==> config.mk <==
export PLATFORM = sky130hd
export DESIGN_NAME = axis_eth_ipv4_extractor
export DESIGN_NICKNAME = d
export VERILOG_FILES = /design/src/rtl/axis_eth_ipv4_extractor.sv
export SDC_FILE = /design/constraint.sdc
export NUM_CORES = 2
export LEC_CHECK = 0
export BUFFER_PORTS_ARGS = -buffer_cell sky130_fd_sc_hd__buf_2
export CAP_MARGIN = 20
export CORE_AREA = 2 2 447 449
export CTS_CLUSTER_SIZE = 30
export DETAILED_ROUTE_END_ITERATION = 16
export DIE_AREA = 0 0 449 451
export GPL_TIMING_DRIVEN = 0
export SYNTH_ARGS = -nofsm -noshare
export SYNTH_HDL_FRONTEND = slang
export SYNTH_SLANG_ARGS = --single-unit
==> constraint.sdc <==
create_clock -name clk -period 3.2 [get_ports clk]
set_clock_uncertainty 0.05 [all_clocks]
set_input_delay 0.64 -clock clk [delete_from_list [all_inputs] [get_ports clk]]
set_output_delay 0.64 -clock clk [all_outputs]
set_load 0.005 [all_outputs]
==> src/rtl/axis_eth_ipv4_extractor.sv <==
// -----------------------------------------------------------------------------
// axis_eth_ipv4_extractor
//
// Purpose:
//   Takes raw Ethernet frames on an AXI-Stream input. Frames whose EtherType is
//   0x0800 (IPv4) are forwarded with the 14-byte Ethernet header removed. The
//   output is re-aligned so that the first IPv4 header byte sits at tdata[7:0]
//   of the first output beat. All other frames, and runt single-beat frames
//   with no payload, are accepted and discarded.
//
//   Re-alignment uses a hold register H. H keeps bytes 14..BEAT_BYTES-1 of the
//   previous input beat. Each full output beat is {current bytes 0..13, H}, with
//   H in the low bytes. When the last input beat still carries bytes past
//   offset 13, one extra FLUSH beat drains them from H.
//
//   The output is a single registered slot. Input is accepted only when that
//   slot is free or is being drained in the same cycle, which gives a
//   throughput of 1 beat per cycle with no bubble.
//
// Optional feature (define AXIS_IPV4_EXTRACT_STATS_EN):
//   Adds the 32-bit wrapping counters stat_fwd_cnt and stat_drop_cnt. The
//   datapath is the same with or without them.
//
// Ports:
//   clk            clock
//   rst_n          asynchronous active-low reset
//   s_axis_*       Ethernet frame input (tdata, tkeep, tvalid, tready, tlast)
//   m_axis_*       IPv4 packet output   (tdata, tkeep, tvalid, tready, tlast)
//   stat_fwd_cnt   frames forwarded      (only with AXIS_IPV4_EXTRACT_STATS_EN)
//   stat_drop_cnt  frames dropped        (only with AXIS_IPV4_EXTRACT_STATS_EN)
// -----------------------------------------------------------------------------
module axis_eth_ipv4_extractor #(
   parameter int unsigned DATA_WIDTH = 512,
   parameter int unsigned KEEP_WIDTH = DATA_WIDTH / 8
) (
   input  logic                  clk,
   input  logic                  rst_n,
   input  logic [DATA_WIDTH-1:0] s_axis_tdata,
   input  logic [KEEP_WIDTH-1:0] s_axis_tkeep,
   input  logic                  s_axis_tvalid,
   output logic                  s_axis_tready,
   input  logic                  s_axis_tlast,
   output logic [DATA_WIDTH-1:0] m_axis_tdata,
   output logic [KEEP_WIDTH-1:0] m_axis_tkeep,
   output logic                  m_axis_tvalid,
   input  logic                  m_axis_tready,
   output logic                  m_axis_tlast
`ifdef AXIS_IPV4_EXTRACT_STATS_EN
   ,
   output logic [31:0]           stat_fwd_cnt,
   output logic [31:0]           stat_drop_cnt
`endif
);

   localparam int unsigned HdrBytes    = 14;
   localparam int unsigned HoldBytes   = KEEP_WIDTH - HdrBytes;
   localparam int unsigned HdrBits     = HdrBytes * 8;
   localparam int unsigned HoldBits    = HoldBytes * 8;
   localparam logic [15:0] EthTypeIpv4 = 16'h0800;

   typedef enum logic [1:0] {
      StIdle,
      StFwd,
      StFlush,
      StDrop
   } state_e;

   state_e                 state_q, state_d;
   logic [HoldBits-1:0]    h_q, h_d;
   logic [HoldBytes-1:0]   fkeep_q, fkeep_d;
   logic [DATA_WIDTH-1:0]  m_data_q, m_data_d;
   logic [KEEP_WIDTH-1:0]  m_keep_q, m_keep_d;
   logic                   m_last_q, m_last_d;
   logic                   m_valid_q, m_valid_d;
   logic                   rdy_en_q;

   logic [15:0]            eth_type;
   logic                   is_ipv4;
   logic                   long_tail;
   logic                   out_free;
   logic                   s_ready;
   logic                   s_hs;
   logic [HoldBits-1:0]    tail_hold;
   logic [HoldBytes-1:0]   tail_keep;
   logic [DATA_WIDTH-1:0]  merged_data;
   logic [KEEP_WIDTH-1:0]  merged_keep;

   // EtherType is big-endian on the wire: byte 12 is the high byte.
   assign eth_type  = {s_axis_tdata[103:96], s_axis_tdata[111:104]};
   assign is_ipv4   = (eth_type == EthTypeIpv4);
   // tkeep is contiguous from the LSB, so k > 14 is the same as keep[14] set.
   assign long_tail = s_axis_tkeep[HdrBytes];
   assign out_free  = !m_valid_q || m_axis_tready;
   assign s_hs      = s_axis_tvalid && s_ready;

   assign tail_hold   = s_axis_tdata[DATA_WIDTH-1:HdrBits];
   assign tail_keep   = s_axis_tkeep[KEEP_WIDTH-1:HdrBytes];
   assign merged_data = {s_axis_tdata[HdrBits-1:0], h_q};
   assign merged_keep = {s_axis_tkeep[HdrBytes-1:0], {HoldBytes{1'b1}}};

   // rdy_en_q keeps tready low during reset and for the first cycle after it.
   always_comb begin
      s_ready = 1'b0;
      if (rdy_en_q) begin
         unique case (state_q)
            StIdle, StFwd: s_ready = out_free;
            StDrop:        s_ready = 1'b1;
            default:       s_ready = 1'b0;
         endcase
      end
   end

   assign s_axis_tready = s_ready;

   always_comb begin
      state_d   = state_q;
      h_d       = h_q;
      fkeep_d   = fkeep_q;
      m_valid_d = m_valid_q && !m_axis_tready;
      m_data_d  = m_data_q;
      m_keep_d  = m_keep_q;
      m_last_d  = m_last_q;

      unique case (state_q)
         StIdle: begin
            if (s_hs) begin
               if (!is_ipv4 || (s_axis_tlast && !long_tail)) begin
                  if (!s_axis_tlast) begin
                     state_d = StDrop;
                  end
               end else if (s_axis_tlast) begin
                  // Single-beat IPv4 frame: payload is just the tail bytes.
                  m_valid_d = 1'b1;
                  m_data_d  = {{HdrBits{1'b0}}, tail_hold};
                  m_keep_d  = {{HdrBytes{1'b0}}, tail_keep};
                  m_last_d  = 1'b1;
               end else begin
                  h_d     = tail_hold;
                  state_d = StFwd;
               end
            end
         end

         StFwd: begin
            if (s_hs) begin
               m_valid_d = 1'b1;
               m_data_d  = merged_data;
               if (!s_axis_tlast) begin
                  m_keep_d = '1;
                  m_last_d = 1'b0;
                  h_d      = tail_hold;
               end else if (!long_tail) begin
                  m_keep_d = merged_keep;
                  m_last_d = 1'b1;
                  state_d  = StIdle;
               end else begin
                  // Bytes past offset 13 do not fit this beat; drain them next.
                  m_keep_d = '1;
                  m_last_d = 1'b0;
                  h_d      = tail_hold;
                  fkeep_d  = tail_keep;
                  state_d  = StFlush;
               end
            end
         end

         StFlush: begin
            if (out_free) begin
               m_valid_d = 1'b1;
               m_data_d  = {{HdrBits{1'b0}}, h_q};
               m_keep_d  = {{HdrBytes{1'b0}}, fkeep_q};
               m_last_d  = 1'b1;
               state_d   = StIdle;
            end
         end

         StDrop: begin
            if (s_hs && s_axis_tlast) begin
               state_d = StIdle;
            end
         end

         default: state_d = StIdle;
      endcase
   end

   always_ff @(posedge clk or negedge rst_n) begin
      if (!rst_n) begin
         state_q   <= StIdle;
         h_q       <= '0;
         fkeep_q   <= '0;
         m_data_q  <= '0;
         m_keep_q  <= '0;
         m_last_q  <= 1'b0;
         m_valid_q <= 1'b0;
         rdy_en_q  <= 1'b0;
      end else begin
         state_q   <= state_d;
         h_q       <= h_d;
         fkeep_q   <= fkeep_d;
         m_data_q  <= m_data_d;
         m_keep_q  <= m_keep_d;
         m_last_q  <= m_last_d;
         m_valid_q <= m_valid_d;
         rdy_en_q  <= 1'b1;
      end
   end

   assign m_axis_tdata  = m_data_q;
   assign m_axis_tkeep  = m_keep_q;
   assign m_axis_tvalid = m_valid_q;
   assign m_axis_tlast  = m_last_q;

`ifdef AXIS_IPV4_EXTRACT_STATS_EN
   logic        fwd_inc;
   logic        drop_inc;
   logic [31:0] fwd_cnt_q, fwd_cnt_d;
   logic [31:0] drop_cnt_q, drop_cnt_d;

   // Both counters move on the accepted tlast beat of the frame.
   assign fwd_inc  = s_hs && s_axis_tlast &&
                     (((state_q == StIdle) && is_ipv4 && long_tail) || (state_q == StFwd));
   assign drop_inc = s_hs && s_axis_tlast &&
                     (((state_q == StIdle) && !(is_ipv4 && long_tail)) ||
                      (state_q == StDrop));

   always_comb begin
      fwd_cnt_d  = fwd_cnt_q + {31'd0, fwd_inc};
      drop_cnt_d = drop_cnt_q + {31'd0, drop_inc};
   end

   always_ff @(posedge clk or negedge rst_n) begin
      if (!rst_n) begin
         fwd_cnt_q  <= '0;
         drop_cnt_q <= '0;
      end else begin
         fwd_cnt_q  <= fwd_cnt_d;
         drop_cnt_q <= drop_cnt_d;
      end
   end

   assign stat_fwd_cnt  = fwd_cnt_q;
   assign stat_drop_cnt = drop_cnt_q;
`endif

endmodule

-- Word level (Yosys, flattened, before mapping)
Cells that the tools add are included.
- magnitude comparators: 0
- add/sub/neg operators: 0
- $mul: 0
- bitwise gates (word level): 0
- shifts and indexed selects: 0
- reduce and logical (&&, ||, !) cells: 18
- multiplexer cells: 47
- divide/modulo/power cells: 0
- equal/unequal tests: 13
- operators by type and width (cell ; number):
    2-to-1 mux 512 bit ; 5
    2-to-1 mux 400 bit ; 6
    one-hot mux 512 bit (3 select lines) ; 1
    one-hot mux 400 bit (2 select lines) ; 1
    2-to-1 mux 64 bit ; 7
    one-hot mux 64 bit (3 select lines) ; 1
    2-to-1 mux 2 bit ; 9
    AND reduction 6 bit ; 3
    == test 16 x 12 -> 1 bit, second input constant ; 1
    inequality test 2 bit, second input constant ; 8
    2-to-1 mux 1 bit ; 13
    one-hot mux 2 bit (4 select lines) ; 1
    one-hot mux 1 bit (3 select lines) ; 2
    == test 2 bit, second input constant ; 2
    logical AND 1 bit ; 4
    zero test 1 bit ; 4
    AND reduction 4 bit ; 1
    inequality test 3 bit, second input constant ; 1
    nonzero test 3 bit ; 1
    == test 2 x 1 -> 1 bit, second input constant ; 1
    zero test 2 bit ; 1
    logical OR 1 bit ; 2
    one-hot mux 1 bit (2 select lines) ; 1
    nonzero test 2 bit ; 1
    OR reduction 2 bit ; 1
- input bits: 581
- register bits: 1031
- memory bits (writable): 0
- latch bits: 0
- logic and storage cells: 86
- memories kept: 0
- bits in read-only memories: 0
- output and inout port bits: 579

-- Depth between registers and ports, before layout
- depth in word-level cells: 8
- gate-level depth with buffers: 10

-- Worst setup path after synthesis
OpenSTA, ideal clock, no wires.
- kind: input to register
- from: input port m_axis_tready
- to: register m_data_q[0] (netlist: m_axis_tdata[0])
- slack: 0.794 ns
- arrival time: 2.231 ns
- required time: 3.025 ns
- cell stages on the path: 8
- path through: or3b_1 > and4_4 > o2bb2ai_1 > nand4b_1 > buf_6 > buf_12 > buf_12 > mux2_4
- cells in the longest elaborated chain, start to end: 6
- elaborated cells on any way between the ends: 8
- RTL lines (element ; line ; source):
    from (decl) ; 46 ; input logic m_axis_tready,
    logical OR 1 bit (*) ; 93 ; assign out_free = !m_valid_q || m_axis_tready;
    one-hot mux 1 bit (2 select lines) ; 105 ; unique case (state_q)
    2-to-1 mux 1 bit ; 104 ; if (rdy_en_q) begin
    logical AND 1 bit ; 94 ; assign s_hs = s_axis_tvalid && s_ready;
    inequality test 2 bit (no source line) ; -- ;
    AND reduction 6 bit (no source line) (*) ; -- ;
    to (signal assigned) ; 201 ; m_data_q <= m_data_d;
    to (decl) ; 71 ; logic [DATA_WIDTH-1:0] m_data_q, m_data_d;
Every way passes the cells marked *; elsewhere a longest branch is shown, timed or not.
A chain may end at the register's enable or synchronous reset.

-- Worst setup path in the final report
- from: register state_q[1]
- to: register m_data_q[308] (netlist: m_axis_tdata[308])
- cells in the longest elaborated chain, start to end: 7
- elaborated cells on any way between the ends: 16
- RTL lines (element ; line ; source):
    from (decl) ; 68 ; state_e state_q, state_d;
    from (signal assigned) ; 189 ; state_q <= StIdle;
    from (signal assigned) ; 198 ; state_q <= state_d;
    == test 2 x 1 -> 1 bit or zero test 2 bit (tied branches) ; 105, 124 ;
    OR reduction 2 bit ; 105 ;
    one-hot mux 1 bit (2 select lines) ; 105 ;
    2-to-1 mux 1 bit ; 104 ;
    logical AND 1 bit ; 94 ;
    inequality test 2 bit (no source line) ; -- ;
    AND reduction 6 bit (no source line) ; -- ;
Several ways; a longest one is shown, not always the timed one.

==> run_results.csv <==
group,metric,value,unit
status,status,"completed",
sta,rsz0062_at_grt,"false",
grt,overflow,0,
detailed_routing,wl_per_cell,25.2,um
worst_setup_path,worstPathCellList,"inv_1 -> ha_4 -> buf_8 -> o21a_4 -> buf_12 -> clkbuf_2 -> buf_2 -> nand2_1 -> o21ai_0 -> mux2_4",
sta,max_slew_margin,32.7,%
worst_setup_path,cpPeakStageDelay,0.45,ns
synthesis,syn-cell-area,48200,um2
pwr,power_density,1190,nW/um2
clock_tree,clock_sinks,1031,
placed_design,routabilityCongestion,1.00,
die,die_y,451,um
placed_design,hpwl,164000,um
grt,grt_start_max_net_pins,163,
detailed_routing,dr.pass1.iters,7,
worst_setup_path,cp-end-kind,"register",
sta,worstMarginPinSlew,0.998,ns
run,max_cap_viol_count,0,
pwr,internal_power,47.8,mW
die,io_pins,1160,
synthesis,synth_seq_area_share,53.5,%
detailed_routing,vias_per_cell,4.37,
grt,antenna_found_initial,93,
layout,drive_gt1_share,46.6,%
pwr,swShare,38.5,%
die,die_x,449,um
detailed_routing,routed_wl,208000,um
pwr,power_frac_seq,29.8,%
die,core_area,198000,um2
sta,fin_crit,3.10,ns
clock_tree,tritoncts,"built",
worst_setup_path,critical_path.slowest_cell,"dfrtp_1",
synthesis,synth_area_per_cell,12.5,um2
synthesis,syn_inst,3851,
sta,fmax,323,MHz
clock_tree,path_clk_slew,0.06,ns
pwr,pwr-share-comb,50.8,%
pwr,clkPwrFrac,19.4,%
placed_design,port_buffers,1159,
layout,final_cells,8239,
clock_tree,cts_htree_levels,4,
detailed_routing,detail-route-antenna-nets,0,
layout,final_util,32.8,%
worst_setup_path,cp-start-kind,"register",
sta,fin_crit_sh,96.8,%
clock_tree,insertion_delay,0.79,ns
worst_setup_path,crit_type,"reg2reg",
pwr,peakVddDrop,0.633,mV
sta,slew_viol_final,0,
synthesis,synth_nets,4437,
synthesis,ys_ff_latch,1031,
detailed_routing,drtIter0Drc,2787,
grt,grt_pass1_vias,36564,
worst_setup_path,required,3.87,ns
worst_setup_path,worst_ep_arrival_time,3.77,ns
grt,grt_pass1_wl,288000,um
synthesis,synth.yosys.warnings,0,
die,die-area,202000,um2
sta,hold_violations,0,
detailed_routing,post-route-drc-count,0,
die,start_util,24.3,%
pwr,total_power,77.6,mW
layout,nets,6025,
clock_tree,cts-root-buf,"clkbuf_16",
grt,grt_use_total,19.9,%
pwr,switching_power,29.9,mW
die,rows,164,
synthesis,ys_types,36,
pwr,p_leak,33.7,nW
detailed_routing,dr_total_vias,36018,
sta,report.final.setup_viol,0,
placed_design,dp_cells,7676,
hold_path,hold_class,"in2reg",
worst_setup_path,crit_path_max_fanout,19,
layout,area_delta_synth_final,35.0,%
clock_tree,cts.path.max_buffers,3,
clock_tree,numCtsBuffers,131,
worst max-delay path: cells and delay by family (launching register included):
| family | cells | cell delay, ns |
|---|---|---|
| compound gates | 2 | 0.59 |
| fa+ha+maj | 1 | 0.44 |
| buf+inv | 5 | 1.10 |
| flops | 1 | 0.45 |
| mux | 1 | 0.28 |
| simple gates | 1 | 0.09 |
power groups by stage:
stage | clock [mW] | combinational [mW] | sequential, mW
floorplan | 0 | 24.8 | 22.6
global placement | 0 | 38.9 | 23.0
detailed placement | 0 | 39.4 | 23.2
CTS | 15.5 | 40.1 | 23.0
global route | 16.0 | 42.0 | 23.8
finish | 15.0 | 39.5 | 23.1
final cells by class:
class | instances | area [um2]
tap | 2656 | 3320
clock buffer | 186 | 3800
fill | 20074 | 133000
inverter | 405 | 1520
buffer | 254 | 2060
sequential | 1031 | 25800
multi-input combinational | 2160 | 18900
timing repair buffer | 1456 | 9050
clock inverter | 47 | 551
antenna | 44 | 110
registers in the layout, summed over array words and instances (netlist names):
signal and flops:
h_q 400, m_axis_tkeep 64, rdy_en_q 1, state_q 2
m_axis_tdata 512, fkeep_q 50, m_axis_tlast 1, m_axis_tvalid 1
synth_stat cells:
cell       count  area, um2
nor4_1         3       18.8
o21a_1         1       7.51
a21oi_1      102        510
nand4b_1       1       8.76
clkbuf_2       1       5.00
buf_2         89        445
and3_1       113        707
nand4_1        1       6.26
buf_12        55       1100
clkbuf_1      99        372
buf_6          1       11.3
or2_2          1       6.26
a211o_1        1       8.76
mux2_2       497       5600
buf_8          4       60.1
buf_4          4       30.0
nor2_1        81        304
or3b_1         1       8.76
nor2b_1        1       6.26
and4_4         1       11.3
ha_1           5       62.6
o2111ai_1      1       8.76
mux2i_1        1       10.0
inv_1        405       1520
buf_1          2       7.51
and4_1         1       8.76
o21ai_1        1       5.00
conb_1         1       3.75
o21ai_0      403       2020
nand2_1      406       1520
mux2_4       530       7960
nand2b_1       3       18.8
o22a_1         2       17.5
nor4b_2        1       15.0
o2bb2ai_1      1       8.76
dfrtp_1     1031      25800
routing by layer:
layer,vias up,wire length (um),track usage [%]
li1,16101,-,-
met1,18265,84300,24.6
met2,1238,97500,32.2
met3,376,15700,5.59
met4,38,9810,8.74
met5,-,241,0
stage by stage:
stage / hold slack, ns / setup TNS [ns] / setup slack (ns) / instance area [um2]
5_1_grt: 0.0289 / 0 / 0.00706 / 65000
4_1_cts: -0.112 / 0 / 0.0684 / 64800
3_5_place_dp: 0.416 / -910.04 / -2.15 / 57600
2_1_floorplan: 0.294 / 0 / 0.794 / 48200
3_3_place_gp: 0.407 / - / -22.81 / 57300
6_report: 0.0680 / 0 / 0.101 / 65100
logic make-up (layout without fill, tap and decap cells):
group           after synthesis  after routing  share of synthesized area [%]
mux                        1028           1028                           28.1
simple gates                614            614                           5.48
other cells                   1             45                        0.00778
flops                      1031           1031                           53.5
compound gates              512            512                           5.36
fa+ha+maj                     5              5                          0.130
buf+inv                     660           2348                           7.37
final timing paths:
path	startpoint	endpoint	slack [ns]	cells past startpoint
max	state_q[1]$_DFFE_PN0P_	m_axis_tdata[308]$_DFFE_PN0P_	0.10	10
min	s_axis_tdata[203]	h_q[91]$_DFFE_PN0P_	0.07	2
max reg2reg	state_q[1]$_DFFE_PN0P_	m_axis_tdata[308]$_DFFE_PN0P_	0.10	10
min reg2reg	fkeep_q[0]$_DFFE_PN0P_	fkeep_q[0]$_DFFE_PN0P_	0.43	1
max in group asynchronous	rst_n	m_axis_tdata[274]$_DFFE_PN0P_	0.40	6
min in group asynchronous	rst_n	m_axis_tdata[400]$_DFFE_PN0P_	0.56	3
cells in the final DEF (no fill, tap or decap), drive strengths merged, types with 28 or more instances in the layout:
cell type / instances
dlygate4sd3: 278
nand2: 406
inv: 415
and3: 113
clkbuf: 286
mux2: 1027
buf: 1332
dfrtp: 1031
a21oi: 102
clkinv: 28
o21ai: 404
diode: 44
nor2: 81
repair_timing:
action | CTS | global route
endpoints found under the setup margin | 581 | 5
gates resized for setup | 23 | 2
hold buffers | 279 | 6
endpoints found under the hold margin | 357 | 66
setup buffers | 2 | 0
pin swaps | 0 | 0
Power figures use the tool's default switching activity.
